**src/rtl/keypad_pkg.sv**
```systemverilog
// Shared constants, state encodings and key lookup for the 4x4 keypad scanner.
package keypad_pkg;

  localparam int NUM_ROWS = 4;
  localparam int NUM_COLS = 4;
  localparam int NUM_KEYS = NUM_ROWS * NUM_COLS;

  typedef enum logic [1:0] {
    ST_RELEASED   = 2'd0,
    ST_PRESS_DB   = 2'd1,
    ST_PRESSED    = 2'd2,
    ST_RELEASE_DB = 2'd3
  } db_state_t;

  typedef enum logic [1:0] {
    FR_NONE  = 2'd0,
    FR_ONE   = 2'd1,
    FR_MULTI = 2'd2
  } frame_class_t;

  // Row-major matrix position (row*4+col) to hex code; '*' maps to E, '#' to F.
  function automatic logic [3:0] key_lookup(input logic [3:0] idx);
    logic [3:0] code;
    case (idx)
      4'd0:    code = 4'h1;
      4'd1:    code = 4'h2;
      4'd2:    code = 4'h3;
      4'd3:    code = 4'hA;
      4'd4:    code = 4'h4;
      4'd5:    code = 4'h5;
      4'd6:    code = 4'h6;
      4'd7:    code = 4'hB;
      4'd8:    code = 4'h7;
      4'd9:    code = 4'h8;
      4'd10:   code = 4'h9;
      4'd11:   code = 4'hC;
      4'd12:   code = 4'hE;
      4'd13:   code = 4'h0;
      4'd14:   code = 4'hF;
      default: code = 4'hD;
    endcase
    return code;
  endfunction

endpackage

```
**src/rtl/keypad_scanner_sync2.sv**
```systemverilog
// Two-flop synchronizer for the asynchronous keypad column inputs; idles at all-ones.
module sync2
  import keypad_pkg::*;
#(
  parameter int WIDTH = NUM_COLS
) (
  input  logic             clk,
  input  logic             reset,
  input  logic [WIDTH-1:0] d,
  output logic [WIDTH-1:0] q
);

  logic [WIDTH-1:0] meta;

  always_ff @(posedge clk) begin
    if (reset) begin
      meta <= '1;
      q    <= '1;
    end else begin
      meta <= d;
      q    <= meta;
    end
  end

endmodule

```
**src/rtl/keypad_scanner.sv**
```systemverilog
// 4x4 keypad scanner: row strobing, whole-frame debounce and a valid/ack key output.
//
// state         | meaning
// ST_RELEASED   | no key down, waiting for a single-key frame
// ST_PRESS_DB   | candidate key seen, counting identical frames
// ST_PRESSED    | key accepted and held
// ST_RELEASE_DB | empty frames seen after a press, counting toward release
module keypad_scanner
  import keypad_pkg::*;
#(
  parameter int SCAN_TICKS     = 1024,
  parameter int DEBOUNCE_SCANS = 8
) (
  input  logic       clk,
  input  logic       reset,
  input  logic [3:0] col,
  output logic [3:0] row,
  output logic [3:0] key_code,
  output logic       key_valid,
  input  logic       key_ack,
  output logic       key_held,
  output logic       overrun
);

  localparam int SW = $clog2(SCAN_TICKS);
  localparam int CW = $clog2(DEBOUNCE_SCANS + 1);
  localparam logic [SW-1:0] SLOT_LAST  = SW'(SCAN_TICKS - 1);
  localparam logic [CW-1:0] CNT_TARGET = CW'(DEBOUNCE_SCANS);
  localparam logic [CW-1:0] CNT_MAX    = {CW{1'b1}};
  localparam bit            SINGLE     = (DEBOUNCE_SCANS <= 1);

  logic [3:0]          col_s;
  logic [SW-1:0]       slot_cnt;
  logic [1:0]          row_idx;
  logic [NUM_KEYS-1:0] frame;
  logic                eval;
  logic                slot_last;

  logic [4:0]          low_cnt;
  logic [3:0]          low_idx;
  frame_class_t        fr_class;

  db_state_t           state, state_n;
  logic [CW-1:0]       cnt, cnt_n, cnt_inc;
  logic [3:0]          cand, cand_n;
  logic                accept;

  sync2 #(.WIDTH(NUM_COLS)) u_sync (
    .clk   (clk),
    .reset (reset),
    .d     (col),
    .q     (col_s)
  );

  assign slot_last = (slot_cnt == SLOT_LAST);
  assign row       = ~(4'b0001 << row_idx);

  // Each row's columns are captured at the end of its slot; the frame is
  // evaluated one cycle after the last row lands.
  always_ff @(posedge clk) begin
    if (reset) begin
      slot_cnt <= '0;
      row_idx  <= '0;
      frame    <= '1;
      eval     <= 1'b0;
    end else begin
      eval <= slot_last && (row_idx == 2'(NUM_ROWS - 1));
      if (slot_last) begin
        slot_cnt                          <= '0;
        row_idx                           <= row_idx + 2'd1;
        frame[{row_idx, 2'b00} +: NUM_COLS] <= col_s;
      end else begin
        slot_cnt <= slot_cnt + SW'(1);
      end
    end
  end

  always_comb begin
    low_cnt = '0;
    low_idx = '0;
    for (int i = 0; i < NUM_KEYS; i++) begin
      if (!frame[i]) begin
        low_cnt = low_cnt + 5'd1;
        low_idx = 4'(i);
      end
    end
    if (low_cnt == 5'd0)      fr_class = FR_NONE;
    else if (low_cnt == 5'd1) fr_class = FR_ONE;
    else                      fr_class = FR_MULTI;
  end

  always_ff @(posedge clk) begin
    if (reset) begin
      state <= ST_RELEASED;
      cnt   <= '0;
      cand  <= '0;
    end else begin
      state <= state_n;
      cnt   <= cnt_n;
      cand  <= cand_n;
    end
  end

  assign cnt_inc = (cnt == CNT_MAX) ? cnt : cnt + CW'(1);

  always_comb begin
    state_n = state;
    cnt_n   = cnt;
    cand_n  = cand;
    accept  = 1'b0;
    if (eval) begin
      if (fr_class == FR_MULTI) begin
        cnt_n = '0;
      end else begin
        case (state)
          ST_RELEASED: begin
            if (fr_class == FR_ONE) begin
              cand_n = low_idx;
              cnt_n  = CW'(1);
              if (SINGLE) begin
                accept  = 1'b1;
                state_n = ST_PRESSED;
                cnt_n   = '0;
              end else begin
                state_n = ST_PRESS_DB;
              end
            end
          end
          ST_PRESS_DB: begin
            if (fr_class == FR_NONE) begin
              state_n = ST_RELEASED;
              cnt_n   = '0;
            end else if (low_idx == cand) begin
              cnt_n = cnt_inc;
              if (cnt_inc >= CNT_TARGET) begin
                accept  = 1'b1;
                state_n = ST_PRESSED;
                cnt_n   = '0;
              end
            end else begin
              cand_n = low_idx;
              cnt_n  = CW'(1);
            end
          end
          ST_PRESSED: begin
            if (fr_class == FR_NONE) begin
              cnt_n   = CW'(1);
              state_n = SINGLE ? ST_RELEASED : ST_RELEASE_DB;
            end
          end
          default: begin
            if (fr_class == FR_ONE) begin
              state_n = ST_PRESSED;
              cnt_n   = '0;
            end else begin
              cnt_n = cnt_inc;
              if (cnt_inc >= CNT_TARGET) begin
                state_n = ST_RELEASED;
                cnt_n   = '0;
              end
            end
          end
        endcase
      end
    end
  end

  assign key_held = (state == ST_PRESSED) || (state == ST_RELEASE_DB);

  // An accept wins over an ack in the same cycle: the new code stays pending.
  always_ff @(posedge clk) begin
    if (reset) begin
      key_code  <= '0;
      key_valid <= 1'b0;
      overrun   <= 1'b0;
    end else if (accept) begin
      key_code  <= key_lookup(cand_n);
      key_valid <= 1'b1;
      if (key_valid && !key_ack) overrun <= 1'b1;
    end else if (key_ack && key_valid) begin
      key_valid <= 1'b0;
    end
  end

endmodule

```
**config.mk**
```make
export PLATFORM = sky130hd
export DESIGN_NAME = keypad_scanner
export DESIGN_NICKNAME = d
export VERILOG_FILES = /design/src/rtl/keypad_pkg.sv /design/src/rtl/keypad_scanner_sync2.sv /design/src/rtl/keypad_scanner.sv
export SDC_FILE = /design/constraint.sdc
export NUM_CORES = 1
export LEC_CHECK = 0
export CELL_PAD_IN_SITES_DETAIL_PLACEMENT = 2
export CELL_PAD_IN_SITES_GLOBAL_PLACEMENT = 2
export CORE_UTILIZATION = 40
export DETAILED_ROUTE_END_ITERATION = 7
export DONT_BUFFER_PORTS = 1
export PLACE_DENSITY_LB_ADDON = 0.1
export SLEW_MARGIN = 20
export SYNTH_ARGS = -nofsm -noshare
export SYNTH_HDL_FRONTEND = slang
export SYNTH_SLANG_ARGS = --single-unit
export TNS_END_PERCENT = 30
```
**constraint.sdc**
```tcl
create_clock -name clk -period 11.9 [get_ports clk]
set_input_delay 2.38 -clock clk [delete_from_list [all_inputs] [get_ports clk]]
set_output_delay 2.38 -clock clk [all_outputs]
set_load 0.005 [all_outputs]
```
==> results of run 1 <==
-- state kept, by name (all words and copies together) (netlist names), 2 cells and up --
name and flops:
cnt 4, cand 4, key_code 4, slot_cnt 10, row_idx 2, state 2
u_sync.q 4, frame 16, u_sync.meta 4
-- final timing paths --
check | to | depth (start not counted) | slack, ps
setup / recovery | key_code[2] | 53 | 710
setup reg to reg | key_code[2] | 53 | 710
hold reg to reg | u_sync.q[0] | 1 | 430
hold / removal | u_sync.q[0] | 1 | 430
-- what timing repair did --
action,CTS,global route
buffers inserted,0,2
resized for setup,0,8
endpoints found under the setup margin,0,7
-- Yosys cell counts (all sizes together) (14+ instances only) --
master / instances
a21oi: 50
xor2: 17
nor2: 52
nand2: 36
xnor2: 34
nand3: 16
dfxtp: 53
or2: 14
nor2b: 22
o21ai: 35
ha: 30
clkbuf: 15
inv: 29
-- layout make-up --
| class | count | share of cell area |
|---|---|---|
| Sequential cell | 53 | 0.229 |
| Clock inverter | 3 | 0.0103 |
| Tap cell | 136 | 0.0367 |
| Inverter | 29 | 0.0235 |
| Clock buffer | 5 | 0.0148 |
| Multi-Input combinational cell | 435 | 0.683 |
| Timing Repair Buffer | 2 | 0.00324 |
-- metal layers --
metal / vias up / wire length, um / track usage
li1: 1881 / - / -
met1: 1883 / 5300 / 0.254
met2: 22 / 6100 / 0.404
met3: 6 / 191 / 0.0298
met4: 0 / 72 / 0.0342
met5: - / 0 / 0
-- logic make-up after synthesis --
| kind of cell | synth area share |
|---|---|
| multiplexers | 0.0307 |
| buffers and inverters | 0.0478 |
| XOR/XNOR | 0.169 |
| AO/OA/AOI/OAI | 0.197 |
| adder cells (fa/ha/maj) | 0.0853 |
| AND/OR/NAND/NOR | 0.229 |
| flip-flops | 0.241 |
-- power breakdown --
| part | internal (mW) | switching, mW |
|---|---|---|
| registers | 0.179 | 0.00177 |
| logic | 0.00194 | 0.00225 |
| clock network | 0.0643 | 0.0646 |
-- worst max-delay path, delay by kind of cell (launching register included) --
family | cells | cell delay, ps
AOI/OAI and AO/OA | 12 | 2360
and+or+nand+nor | 17 | 2330
buffers and inverters | 5 | 460
xor gates and xnor gates | 1 | 160
DFF | 1 | 410
adders and majority gates | 15 | 4460
muxes | 3 | 930
==> results.yml, run 1 <==
layout:
  final_nets: 563
  design_area_um2: 4630
  final_core_util: 0.441
  nFillCells: 1237
  multiInputGateArea_um2: 3160
  drive_above_1_share: 0.104
  layout.area.seq_um2: 1060
  final_common_cell: "dfxtp_1"
  area.growth.synth_to_final_pct: 5.35
  layoutNonFillerInstCount: 663
  diodes: 0
  final_cell_mix: "dfxtp_1, nor2_1, a21oi_1"
floorplan:
  dieArea_um2: 11400
  pin_count: 18
  core_area_um2: 10500
  die_h_um: 107
  row_count: 37
  initial_utilization: 0.419
  die_w_um: 107
drt:
  viasPerCell: 5.72
  drc: 0
  routedWlPerCell_um: 17.6
  drt_pass1_iterations: 4
  first_iter_violations: 84
  postRouteAntennaNets: 0
  dr_total_vias: 3792
  wl_mm: 11.7
global_routing:
  track_usage: 0.212
  grt_overflow_total: 0
  grt_max_degree: 30
  grt_pass1_wl_mm: 19.8
  grt_pass1_vias: 4184
  antenna_found_initial: 0
yosys:
  synthesis.nets: 577
  ys_ff_latch: 53
  yosysSeqAreaShare: 0.241
  synth_edf_count: 0
  yosys.area.top_type_share: 0.241
  synth_area_leaders: "dfxtp_1, ha_1, a21oi_1, xnor2_1, nor2_1"
  synth_ff_type: "dfxtp_1"
  yosysWarnings: 0
  avgSynthCellArea_um2: 8.15
  syn-cell-area_um2: 4400
  synth_top_cell_by_area: "dfxtp_1"
  async_reset_ff_frac: 0
  syn_inst: 540
  synth_cell_types: 67
worst_setup_path:
  crit_top_cell: "ha_1"
  rr_startpoint: "frame[1]"
  cpPeakStageDelay_ps: 410
  critPathKind: "reg -> reg"
  crit_arrival_ps: 11440
  crit_start: "frame[1]"
  cpMaxStageDelayCell: "dfxtp_1"
  cp_max_fo: 7
  cp-start-kind: "register"
  cp-end-kind: "register"
  cp_data_required_time_ps: 12150
pwr:
  total_power_uw: 314
  p_leak_nw: 2.02
  power_density_nw_per_um2: 67.8
  ir_worst_vdd_v: 0.0000874
placed_design:
  io_buffers: 0
  placed_area_um2: 4470
  gp_congestion: 0.853
  place_inst: 653
  hpwl_mm: 9.08
  place_ws_ps: 117
sta:
  tightestPinTransition_ps: 884
  drv_slew: 0
  relSlewSlack: 0.411
  period_needed_ps: 11190
  fin_skew_ps: 12.8
  hold_slack_ps: 425
  timing.fmax_mhz: 89.4
  hold_viol: 0
  fin_tns_setup_ps: 0
  setup_viol: 0
  setup_ws_ps: 709
  min_period_over_period: 0.940
worst_hold_path:
  min_from: "u_sync.meta[0]"
  hold_class: "reg -> reg"
status:
  outcome: "finished, final reports clean"
clock_tree:
  clock_latency_ps: 310
  clk_path_buf_depth: 2
  hold_buffers: 0
  cts-root-buf: "clkbuf_8"
  clock_sinks: 53
  cts.clk_slew.worst_paths_ps: 110
  cts_max_level: 2
  numCtsBuffers: 5
  cts_tree: "built"
run:
  drv_cap: 0
(Power assumes the default switching activity.)
==> run 2: changes to the inputs <==
Settings changed: ABC_AREA set to 0, SKIP_CTS_REPAIR_TIMING set to 1.
==> results of run 2 <==
Same layout as run 1: the final DEF is identical, and so are final timing and power.
==> run 3: changes to the inputs <==
Settings changed: CORE_UTILIZATION 40 to 36.
Clock period 11.9 ns to 9.18 ns, I/O delays scaled along.
==> run 3 against run 2 <==
  * The flow now finishes with violations (setup timing)
  * Sequential share of layout area decreased by 3.7 points
  * Fmax is 17% higher
  * Setup slack worse by 1100 ps
  * Combinational power up 32%
  * Global-route usage fell by 0.070 points
  * Critical path type unchanged
  * Largest cell class unchanged
==> results.yml, run 3 (same netlist as run 1, synthesis figures left out) <==
global_routing:
  grt_overflow_total: 0
  track_usage: 0.212
  use_met1: 0.253
  grt_most_used_layer: "met2"
  grt_pass1_vias: 4398
  grtUsageMet2: 0.397
  grt_pass1_wl_mm: 21.7
  grt.met3_usage: 0.0259
  antenna_found_initial: 0
  grt_max_degree: 30
pwr:
  p_comb_frac: 0.012
  p_switching_uw: 99.8
  intPower_uw: 366
  ir_worst_vdd_v: 0.0000887
  p_clk_frac: 0.485
  seqPwrFrac: 0.503
  power_switching_share: 0.214
  power_density_nw_per_um2: 83.5
  p_leak_nw: 2.39
layout:
  nFillCells: 1325
  final_nets: 627
  final_common_cell: "buf_4"
  largest_register_ffs: 16
  diodes: 0
  largest-register: "frame"
  final_cell_mix: "buf_4, dfxtp_1, nor2_1"
  design_area_um2: 5580
  layoutNonFillerInstCount: 738
  multiInputGateArea_um2: 3530
  layout.area.seq_um2: 1070
  reg_top3: "frame: 16 flops, slot_cnt: 10 flops"
  drive_above_1_share: 0.288
  final_core_util: 0.466
  area.growth.synth_to_final_pct: 26.7
sta:
  setup_ws_ps: -362
  rsz0062_at_grt: "true"
  min_period_over_period: 1.04
  fin_skew_ps: 4.72
  tightestPinTransition_ps: 942
  timing.fmax_mhz: 105
  drv_slew: 0
  fin_tns_setup_ps: -1460
  hold_viol: 0
  period_needed_ps: 9540
  setup_viol: 5
  relSlewSlack: 0.364
placed_design:
  place_inst: 712
  placed_area_um2: 5030
  place_ws_ps: -838
  hpwl_mm: 10.0
  io_buffers: 0
  gp_congestion: 0.789
worst_setup_path:
  critPathKind: "reg -> reg"
  crit_arrival_ps: 9770
  cp-start-kind: "register"
  crit_top_cell: "ha_4"
  cpMaxStageDelayCell: "dfxtp_4"
  cp_data_required_time_ps: 9410
  cpPeakStageDelay_ps: 380
  cp_max_fo: 5
  cp-end-kind: "register"
drt:
  routedWlPerCell_um: 19.4
  drt_pass1_iterations: 4
  drc: 0
  wl_mm: 14.3
  postRouteAntennaNets: 0
  dr_total_vias: 4055
  viasPerCell: 5.49
  first_iter_violations: 114
clock_tree:
  cts.clk_slew.worst_paths_ps: 70
  clock_sinks: 53
  cts-root-buf: "clkbuf_16"
  cts_tree: "built"
  clk_path_buf_depth: 2
  cts_max_level: 2
  clock_latency_ps: 310
  numCtsBuffers: 5
floorplan:
  die_w_um: 113
  die_h_um: 113
  pin_count: 18
  core_area_um2: 12000
  dieArea_um2: 12700
  initial_utilization: 0.368
  row_count: 40
status:
  outcome: "finished, violations left"
  failed_checks: "setup timing"
worst_hold_path:
  hold_class: "reg -> reg"
run:
  drv_cap: 0
## run 3: cell types whose count changed in the layout (fill, tap and decap cells not counted), sizes merged
cell / change
clkinv: +1
buf: +64
inv: -1
## run 3: power groups by stage
stage          combinational (mW)  sequential, mW  clock (mW)
2_1_floorplan             0.00597           0.239           0
3_5_place_dp              0.00581           0.240           0
4_1_cts                   0.00582           0.235       0.229
5_1_grt                   0.00674           0.234       0.239
6_report                  0.00556           0.234       0.226
3_3_place_gp              0.00529           0.240           0
## run 3: metrics by stage
stage                     power (mW)  hold WS, ps
final                          0.465          418
after global routing           0.480          433
after CTS                      0.470          421
after detailed placement       0.246          401
after global placement         0.245          393
after floorplan                0.245          389
## run 3: final timing paths
check,from,end,slack [ps],cells after the start
setup reg to reg,frame[0],key_code[2],-360,53
hold reg to reg,u_sync.meta[0],u_sync.q[0],420,1
hold / removal,u_sync.meta[0],u_sync.q[0],420,1
setup / recovery,frame[0],key_code[2],-360,53
## run 3: layout make-up
cell class                 count  area share
tap                          147      0.0330
sequential                    53       0.192
clock buffer                   5      0.0224
inverter                      29      0.0204
timing repair buffer          66      0.0895
clock inverter                 3     0.00898
multi-input combinational    435       0.634
## run 3: routing by layer
layer	share of wire	routed length [um]
met1	0.44	6320
met2	0.53	7640
met3	0.012	168
met4	0.013	188
met5	0	0
## run 3: worst max-delay path: cells and delay by family (launching register included)
kind | cells | cell delay, ps
muxes | 3 | 930
buffers and inverters | 5 | 440
xor gates and xnor gates | 1 | 130
and+or+nand+nor | 17 | 1770
DFF | 1 | 380
adders and majority gates | 15 | 3860
AOI/OAI and AO/OA | 12 | 1950
